$ cat config.mk
export PLATFORM = sky130hd
export DESIGN_NAME = npr_inverse_solver_flat
export DESIGN_NICKNAME = d
export VERILOG_FILES = /design/src/rtl/npr_inverse_solver_if.sv /design/src/rtl/npr_inverse_solver.sv /design/src/flat_wrapper.sv
export SDC_FILE = /design/constraint.sdc
export NUM_CORES = 2
export LEC_CHECK = 0
export CAP_MARGIN = 10
export CORE_UTILIZATION = 37
export DETAILED_ROUTE_END_ITERATION = 10
export PLACE_DENSITY_LB_ADDON = 0.3
export SYNTH_ARGS = -nofsm -noshare
export SYNTH_HDL_FRONTEND = slang
export SYNTH_SLANG_ARGS = --single-unit
export TNS_END_PERCENT = 5
$ cat constraint.sdc
create_clock -name clk -period 16.9 [get_ports clk]
set_input_delay 3.38 -clock clk [delete_from_list [all_inputs] [get_ports clk]]
set_output_delay 3.38 -clock clk [all_outputs]
set_load 0.02 [all_outputs]
$ cat src/rtl/npr_inverse_solver_if.sv
// npr_inverse_solver_if: request/result bundle for the nPr inverse solver.
// Optional ovf line present when NPR_INV_OVF_EN is defined.
interface npr_inverse_solver_if #(
  parameter int W = 36
) ();
  logic         start;
  logic [W-1:0] n;
  logic [W-1:0] p;
  logic         busy;
  logic         done;
  logic         found;
  logic [W-1:0] r;
`ifdef NPR_INV_OVF_EN
  logic         ovf;

  modport master (
    output start, n, p,
    input  busy, done, found, r, ovf
  );

  modport slave (
    input  start, n, p,
    output busy, done, found, r, ovf
  );
`else
  modport master (
    output start, n, p,
    input  busy, done, found, r
  );

  modport slave (
    input  start, n, p,
    output busy, done, found, r
  );
`endif
endinterface

$ cat src/rtl/npr_inverse_solver.sv
// npr_inverse_solver: smallest r with n!/(n-r)! == p, one factor per clock.
// Define NPR_INV_OVF_EN to report saturation terminations on io.ovf.
module npr_inverse_solver #(
  parameter int W = 36
) (
  input  logic clk,
  input  logic rst_n,
  npr_inverse_solver_if.slave io
);

  typedef enum logic {
    IDLE,
    RUN
  } state_t;

  state_t state_q, state_d;

  logic [W-1:0] n_q, n_d;
  logic [W-1:0] p_q, p_d;
  logic [W-1:0] acc_q, acc_d;
  logic [W-1:0] k_q, k_d;
  logic [W-1:0] r_q, r_d;
  logic         sat_q, sat_d;
  logic         done_q, done_d;
  logic         found_q, found_d;
`ifdef NPR_INV_OVF_EN
  logic         ovf_q, ovf_d;
`endif

  logic [W-1:0]   diff;
  logic [2*W-1:0] prod;
  logic           hit;
  logic           miss;
  logic           step;

  // k < n_q whenever a step is taken, so diff never wraps
  assign diff = n_q - k_q;
  assign prod = {{W{1'b0}}, acc_q} * {{W{1'b0}}, diff};

  // hit beats miss beats step; the three are made disjoint here
  assign hit  = !sat_q && (acc_q == p_q);
  assign miss = !hit &&
                (sat_q || (acc_q > p_q) || (k_q == n_q));
  assign step = !hit && !miss;

  assign io.busy  = (state_q == RUN);
  assign io.done  = done_q;
  assign io.found = found_q;
  assign io.r     = r_q;
`ifdef NPR_INV_OVF_EN
  assign io.ovf   = ovf_q;
`endif

  // next-state: latch request in IDLE, one evaluation per RUN cycle
  always_comb begin
    state_d = state_q;
    n_d     = n_q;
    p_d     = p_q;
    acc_d   = acc_q;
    k_d     = k_q;
    sat_d   = sat_q;
    done_d  = 1'b0;
    found_d = found_q;
    r_d     = r_q;
`ifdef NPR_INV_OVF_EN
    ovf_d   = ovf_q;
`endif
    unique case (state_q)
      IDLE: begin
        if (io.start) begin
          n_d     = io.n;
          p_d     = io.p;
          acc_d   = W'(1);
          k_d     = '0;
          sat_d   = 1'b0;
          state_d = RUN;
        end
      end
      RUN: begin
        unique case (1'b1)
          hit: begin
            found_d = 1'b1;
            r_d     = k_q;
            done_d  = 1'b1;
            state_d = IDLE;
`ifdef NPR_INV_OVF_EN
            ovf_d   = 1'b0;
`endif
          end
          miss: begin
            found_d = 1'b0;
            r_d     = '0;
            done_d  = 1'b1;
            state_d = IDLE;
`ifdef NPR_INV_OVF_EN
            ovf_d   = sat_q;
`endif
          end
          step: begin
            if (|prod[2*W-1:W]) begin
              acc_d = '1;
              sat_d = 1'b1;
            end else begin
              acc_d = prod[W-1:0];
            end
            k_d = k_q + W'(1);
          end
        endcase
      end
    endcase
  end

  // state and datapath registers
  always_ff @(posedge clk or negedge rst_n) begin
    if (!rst_n) begin
      state_q <= IDLE;
      n_q     <= '0;
      p_q     <= '0;
      acc_q   <= '0;
      k_q     <= '0;
      sat_q   <= 1'b0;
      done_q  <= 1'b0;
      found_q <= 1'b0;
      r_q     <= '0;
`ifdef NPR_INV_OVF_EN
      ovf_q   <= 1'b0;
`endif
    end else begin
      state_q <= state_d;
      n_q     <= n_d;
      p_q     <= p_d;
      acc_q   <= acc_d;
      k_q     <= k_d;
      sat_q   <= sat_d;
      done_q  <= done_d;
      found_q <= found_d;
      r_q     <= r_d;
`ifdef NPR_INV_OVF_EN
      ovf_q   <= ovf_d;
`endif
    end
  end

endmodule

$ cat src/flat_wrapper.sv
// flat-port wrapper written by rule: the top's interface ports become plain ports
module npr_inverse_solver_flat 
#(
  parameter int W = 36
)
  (clk, rst_n, io_start, io_n, io_p, io_busy, io_done, io_found, io_r);
  npr_inverse_solver_if #(.W(W)) io_i ();
  input  logic clk;
  input  logic rst_n;
  input wire logic [$bits(io_i.start)-1:0] io_start;
  input wire logic [$bits(io_i.n)-1:0] io_n;
  input wire logic [$bits(io_i.p)-1:0] io_p;
  output wire logic [$bits(io_i.busy)-1:0] io_busy;
  output wire logic [$bits(io_i.done)-1:0] io_done;
  output wire logic [$bits(io_i.found)-1:0] io_found;
  output wire logic [$bits(io_i.r)-1:0] io_r;
  assign io_i.start = io_start;
  assign io_i.n = io_n;
  assign io_i.p = io_p;
  assign io_busy = io_i.busy;
  assign io_done = io_i.done;
  assign io_found = io_i.found;
  assign io_r = io_i.r;
  npr_inverse_solver #(.W(W)) u_core (.clk(clk), .rst_n(rst_n), .io(io_i));
endmodule
# [Word level (Yosys, flattened, before mapping)]
# Cells that the tools add are included.
[word_totals] ff_bits=184 wordCells=52
[classes] addsub=2 n_mul=1 magnitude_cmp=1 n_eq_ne=5 n_mux=18 bitwise_logic=1 n_reduce_logical=15
[ops] operator="36-bit case mux with 2 select lines" count=3
[ops] operator="36-bit two-way mux" count=5
[ops] operator="36-bit equality test" count=2
[ops] operator="36-bit by 36-bit multiplier with 72-bit output" count=1
[ops] operator="36-bit by 1-bit adder with 36-bit output, second input constant" count=1
[ops] operator="36-bit greater-than comparator" count=1
[ops] operator="36-bit OR reduction" count=1
[ops] operator="36-bit subtractor" count=1
[ops] operator="1-bit two-way mux" count=7
[ops] operator="2-bit inequality test, second input constant" count=3
[ops] operator="1-bit case mux with 2 select lines" count=3
[ops] operator="2-bit AND reduction" count=3
[ops] operator="1-bit logical AND" count=3
[ops] operator="1-bit logical NOT" count=3
[ops] operator="3-bit AND reduction" count=1
[ops] operator="1-bit logical OR" count=2
[ops] operator="2-bit nonzero test" count=1
[ops] operator="2-bit OR reduction" count=1
[ops] operator="1-bit NOT" count=1

# [Logic depth before layout (Yosys ltp)]
[depth] ltp_word=8 ltp_mapped=46 depth_no_buf=42

# [Least setup slack after synthesis]
# OpenSTA, ideal clock, no wires.
[synth_path] path_type="register to register" start="register u_core.k_q[0]" end="register u_core.acc_q[26]" setup_ns=0.150 arrival_ns=10.139 required_time_ns=16.750 slack_ns=6.612 path_stages_with_launch=40 n_path_buf=2 period_less_slack_ns=10.288 cell_sequence="dfrtp_1 > ha_1 > inv_1 > fa_1 > a21o_1 > a21oi_1 > o21bai_1 > a2111o_1 > nand2_1 > o21ai_0 > a21o_1 > a21o_1 > a21oi_1 > xnor2_1 > clkbuf_1 > nand2_1 > fa_1 > fa_1 > [... 4 more ...] > fa_1 > inv_1 > fa_1 > fa_1 > fa_1 > ha_1 > and2_1 > nand3_2 > or4_4 > nor4_4 > o21ai_2 > a2111oi_4 > mux2i_1 > a211oi_2 > nand3_1 > nor3_4 > buf_6 > a41oi_1"
[synth_between] elab_chain_len=7 elab_cells_between_ends=13
[synth_rtl] element="from (decl)" line_no="npr_inverse_solver.sv:21" source="logic [W-1:0] k_q, k_d;"
[synth_rtl] element="from (signal assigned)" line_no="npr_inverse_solver.sv:133" source="k_q <= k_d;"
[synth_rtl] element="branches (longest 7 deep; another with 36-bit by 36-bit multiplier with 72-bit output)"
[synth_rtl] element="to (signal assigned)" line_no="npr_inverse_solver.sv:119" source="acc_q <= '0;"
[synth_rtl] element="to (signal assigned)" line_no="npr_inverse_solver.sv:132" source="acc_q <= acc_d;"
[synth_rtl] element="to (decl)" line_no="npr_inverse_solver.sv:20" source="logic [W-1:0] acc_q, acc_d;"
# Several ways; the timed one is not identified. The select of a mux whose other input is x is not followed.
# A chain may end at the register's enable or synchronous reset.

# [Final worst setup path]
[layout_path] start="register u_core.k_q[1]" end="register u_core.acc_q[8]"
# The elaborated chain is that of the path after synthesis.

==> flow_summary_export.csv <==
group,metric,value,unit
outcome,status,"finished clean",
floorplan,initial_utilization,0.374,
synth,postSynthNetCount,7519,
timing,rsz0062_at_grt,"false",
worst_setup_path,rrSetupSlack,3.99,ns
place,place.gp.congestion,0.947,
worst_setup_path,r2r-start,"u_core.k_q[1]$_DFFE_PN0P_",
global_route,grt_pass1_vias,43800,
global_route,grt_max_degree,92,
worst_setup_path,worstRegToRegCells,37,
worst_setup_path,endpoint,"u_core.acc_q[8]$_DFFE_PN0P_",
worst_setup_path,slowest_delay,0.88,ns
finish,final_util,0.400,
finish,drive_gt1_frac,0.0315,
clock_tree,clockRootBuffer,"clkbuf_16",
clock_tree,cts_resized,0,
timing,relSlewSlack,0.243,
timing,finalHoldViolCount,0,
worst_setup_path,arrival,13.21,ns
synth,synth_edf_count,0,
worst_setup_path,cpMostUsedCell,"fa_1",
routing,ant_nets,0,
global_route,gr-max-usage-layer,"met2",
synth,yosysTopAreaCellShare,0.437,
clock_tree,clockBufferDepth,2,
routing,wl,153000,um
flow_run,cap_violations,0,
synth,synth.avg_cell_area,8.95,um2
finish,nets,7391,
routing,drtIter0Drc,2450,
place,io_buffers,113,
timing,clock.fmax,77.4,MHz
synth,ys_warn_count,0,
global_route,track_usage,0.219,
timing,min_period,12.91,ns
global_route,grt_use_met3,0.0255,
clock_tree,cts_tree,"done",
synth,post_synth_num_cell_types,81,
routing,first_pass_iters,5,
routing,num_vias,39400,
clock_tree,numClockSinks,184,
routing,wl_per_cell,19.8,um
global_route,antenna_found_initial,2,
clock_tree,clk_latency,0.49,ns
clock_tree,cts_max_level,4,
hold_path,hold_path_class,"flop to flop",
synth,ys.flop_type,"dfrtp_1",
worst_setup_path,worstSetupPathType,"flop to flop",
worst_setup_path,r2r-end,"u_core.acc_q[8]$_DFFE_PN0P_",
global_route,grt_first_pass_wirelength,250000,um
timing,setup_violations,0,
hold_path,min_path_cells,2,
global_route,grt.overflow.total,0,
timing,fin_crit_sh,0.764,
worst_setup_path,crit_start,"u_core.k_q[1]$_DFFE_PN0P_",
synth,synthArstFlopShare,1.00,
timing,report.final.slew_viol_count,0,
timing,tightest_slew,1.13,ns
place,dp.final_hpwl,119000,um
clock_tree,clk_pin_slew,0.09,ns
timing,fin_skew,0.0213,ns
synth,synthTopCellsByArea,"fa_1 (44%), and2_1 (9.1%), inv_1 (9.0%), dfrtp_1 (8.7%), ha_1 (8.6%)",
floorplan,dieHeight,381,um
synth,ys_seq_area_frac,0.0868,
timing,tns,0,ns
synth,ys_seq_elements,184,
global_route,grt.met2_usage,0.384,
clock_tree,hold_buffers,0,
global_route,grt_use_met1,0.293,
floorplan,core-area,0.142,mm2
synth,synth_top_cell_by_area,"fa_1",
worst_setup_path,start_kind,"flop",
worst_setup_path,crit_fanout,36,
synth,syn_area,0.0530,mm2
worst_setup_path,worst_setup_path_end_kind,"flop",
clock_tree,cts_setup_buffers,0,
floorplan,die_x,381,um
worst_setup_path,cp_data_required_time,17.19,ns
synth,syn_inst,5923,
routing,vias_per_cell,5.12,
floorplan,rows,138,
floorplan,io_pins,114,
worst_setup_path,slowest_stage,"a2111oi_0",
routing,post-route-drc-count,0,
floorplan,dieArea,0.145,mm2
clock_tree,numCtsBuffers,17,
finish,area_growth,7.03,%
## final cells by class
class                           instances  area (um2)
Fill cell                           14300       85200
Multi-Input combinational cell       4121       42600
Inverter                             1278        4800
Sequential cell                       184        4610
Tap cell                             1890        2360
Timing Repair Buffer                  193        1740
Clock buffer                           17         425
Clock inverter                         15         200
Antenna cell                            2        5.00
## flip-flops by register name, indices dropped and copies added, names as in the netlist
register / flops
u_core.io.r: 36
u_core.sat_q: 1
u_core.acc_q: 36
u_core.io.done: 1
u_core.io.busy: 1
u_core.k_q: 36
u_core.n_q: 36
u_core.io.found: 1
u_core.p_q: 36
## cells in the mapped netlist, types with 57 or more instances
library cell / count
a21o_1: 57
a21oi_1: 159
and2_1: 771
clkbuf_1: 320
dfrtp_1: 184
fa_1: 1157
ha_1: 364
inv_1: 1278
nand2_1: 757
nor2_1: 113
o21ai_0: 109
xnor2_1: 74
## layer usage
layer | part of all wire | routed length [um]
met4 | 0.016 | 2520
met5 | 0 | 0
met1 | 0.43 | 66400
met2 | 0.50 | 76300
met3 | 0.048 | 7390
## per-stage QoR
step / worst slack, ns / cell area, um2 / hold slack (ns) / instances
finish: 3.99 / 56700 / 0.483 / 7700
CTS: 4.15 / 56700 / 0.489 / 7698
global route: 3.34 / 56700 / 0.511 / 7698
global placement: 4.13 / 56100 / 0.463 / 7666
floorplan: 6.61 / 53000 / 0.450 / 5923
detailed placement: 4.20 / 56100 / 0.469 / 7666
## worst max-delay path: cells and delay by family (launching register included)
kind,cells,cell delay [ns]
adders and majority gates,10,4.67
buffers and inverters,5,0.69
DFF,1,0.42
xor gates and xnor gates,1,0.15
AOI/OAI and AO/OA,15,4.49
and+or+nand+nor,6,2.17
## cells in the final DEF, fill, tap and decap left out, drive strengths merged, types with 20 or more instances in the layout
master and count:
a21o 57, o21ai 116, and2 771, nor2 114
xor2 35, a22o 39, nand3 54, nand2b 46
inv 1285, buf 80, a21oi 161, o21bai 20
fa 1157, o21a 22, nand4 56, nand2 758
clkdlybuf4s50 112, xnor2 74, ha 364, a41oi 39
dfrtp 184, nor3 37
## cells by family (layout without fill, tap and decap cells)
kind of cell | after synthesis | in the layout | synth area share
AND/OR/NAND/NOR | 1920 | 1920 | 0.185
AO/OA/AOI/OAI | 564 | 564 | 0.0706
buffers and inverters | 1618 | 1503 | 0.115
adder cells (fa/ha/maj) | 1521 | 1521 | 0.523
multiplexers | 7 | 7 | 0.00135
flip-flops | 184 | 184 | 0.0868
other | 0 | 2 | 0
XOR/XNOR | 109 | 109 | 0.0180
## worst min path at each step
| stage | slack, ns | start | to |
|---|---|---|---|
| detailed placement | 0.47 | u_core.io.found$_DFFE_PN0P_ | u_core.io.found$_DFFE_PN0P_ |
| floorplan | 0.45 | u_core.n_q[10]$_DFFE_PN0P_ | u_core.n_q[10]$_DFFE_PN0P_ |
| global placement | 0.46 | u_core.n_q[22]$_DFFE_PN0P_ | u_core.n_q[22]$_DFFE_PN0P_ |
| global route | 0.51 | u_core.n_q[5]$_DFFE_PN0P_ | u_core.n_q[5]$_DFFE_PN0P_ |
| finish | 0.48 | u_core.n_q[21]$_DFFE_PN0P_ | u_core.n_q[21]$_DFFE_PN0P_ |
| CTS | 0.49 | u_core.n_q[27]$_DFFE_PN0P_ | u_core.n_q[27]$_DFFE_PN0P_ |
Power is left out: the tool's default activity adds up to more than one toggle a clock period on the data nets, which glitch-free logic cannot reach.
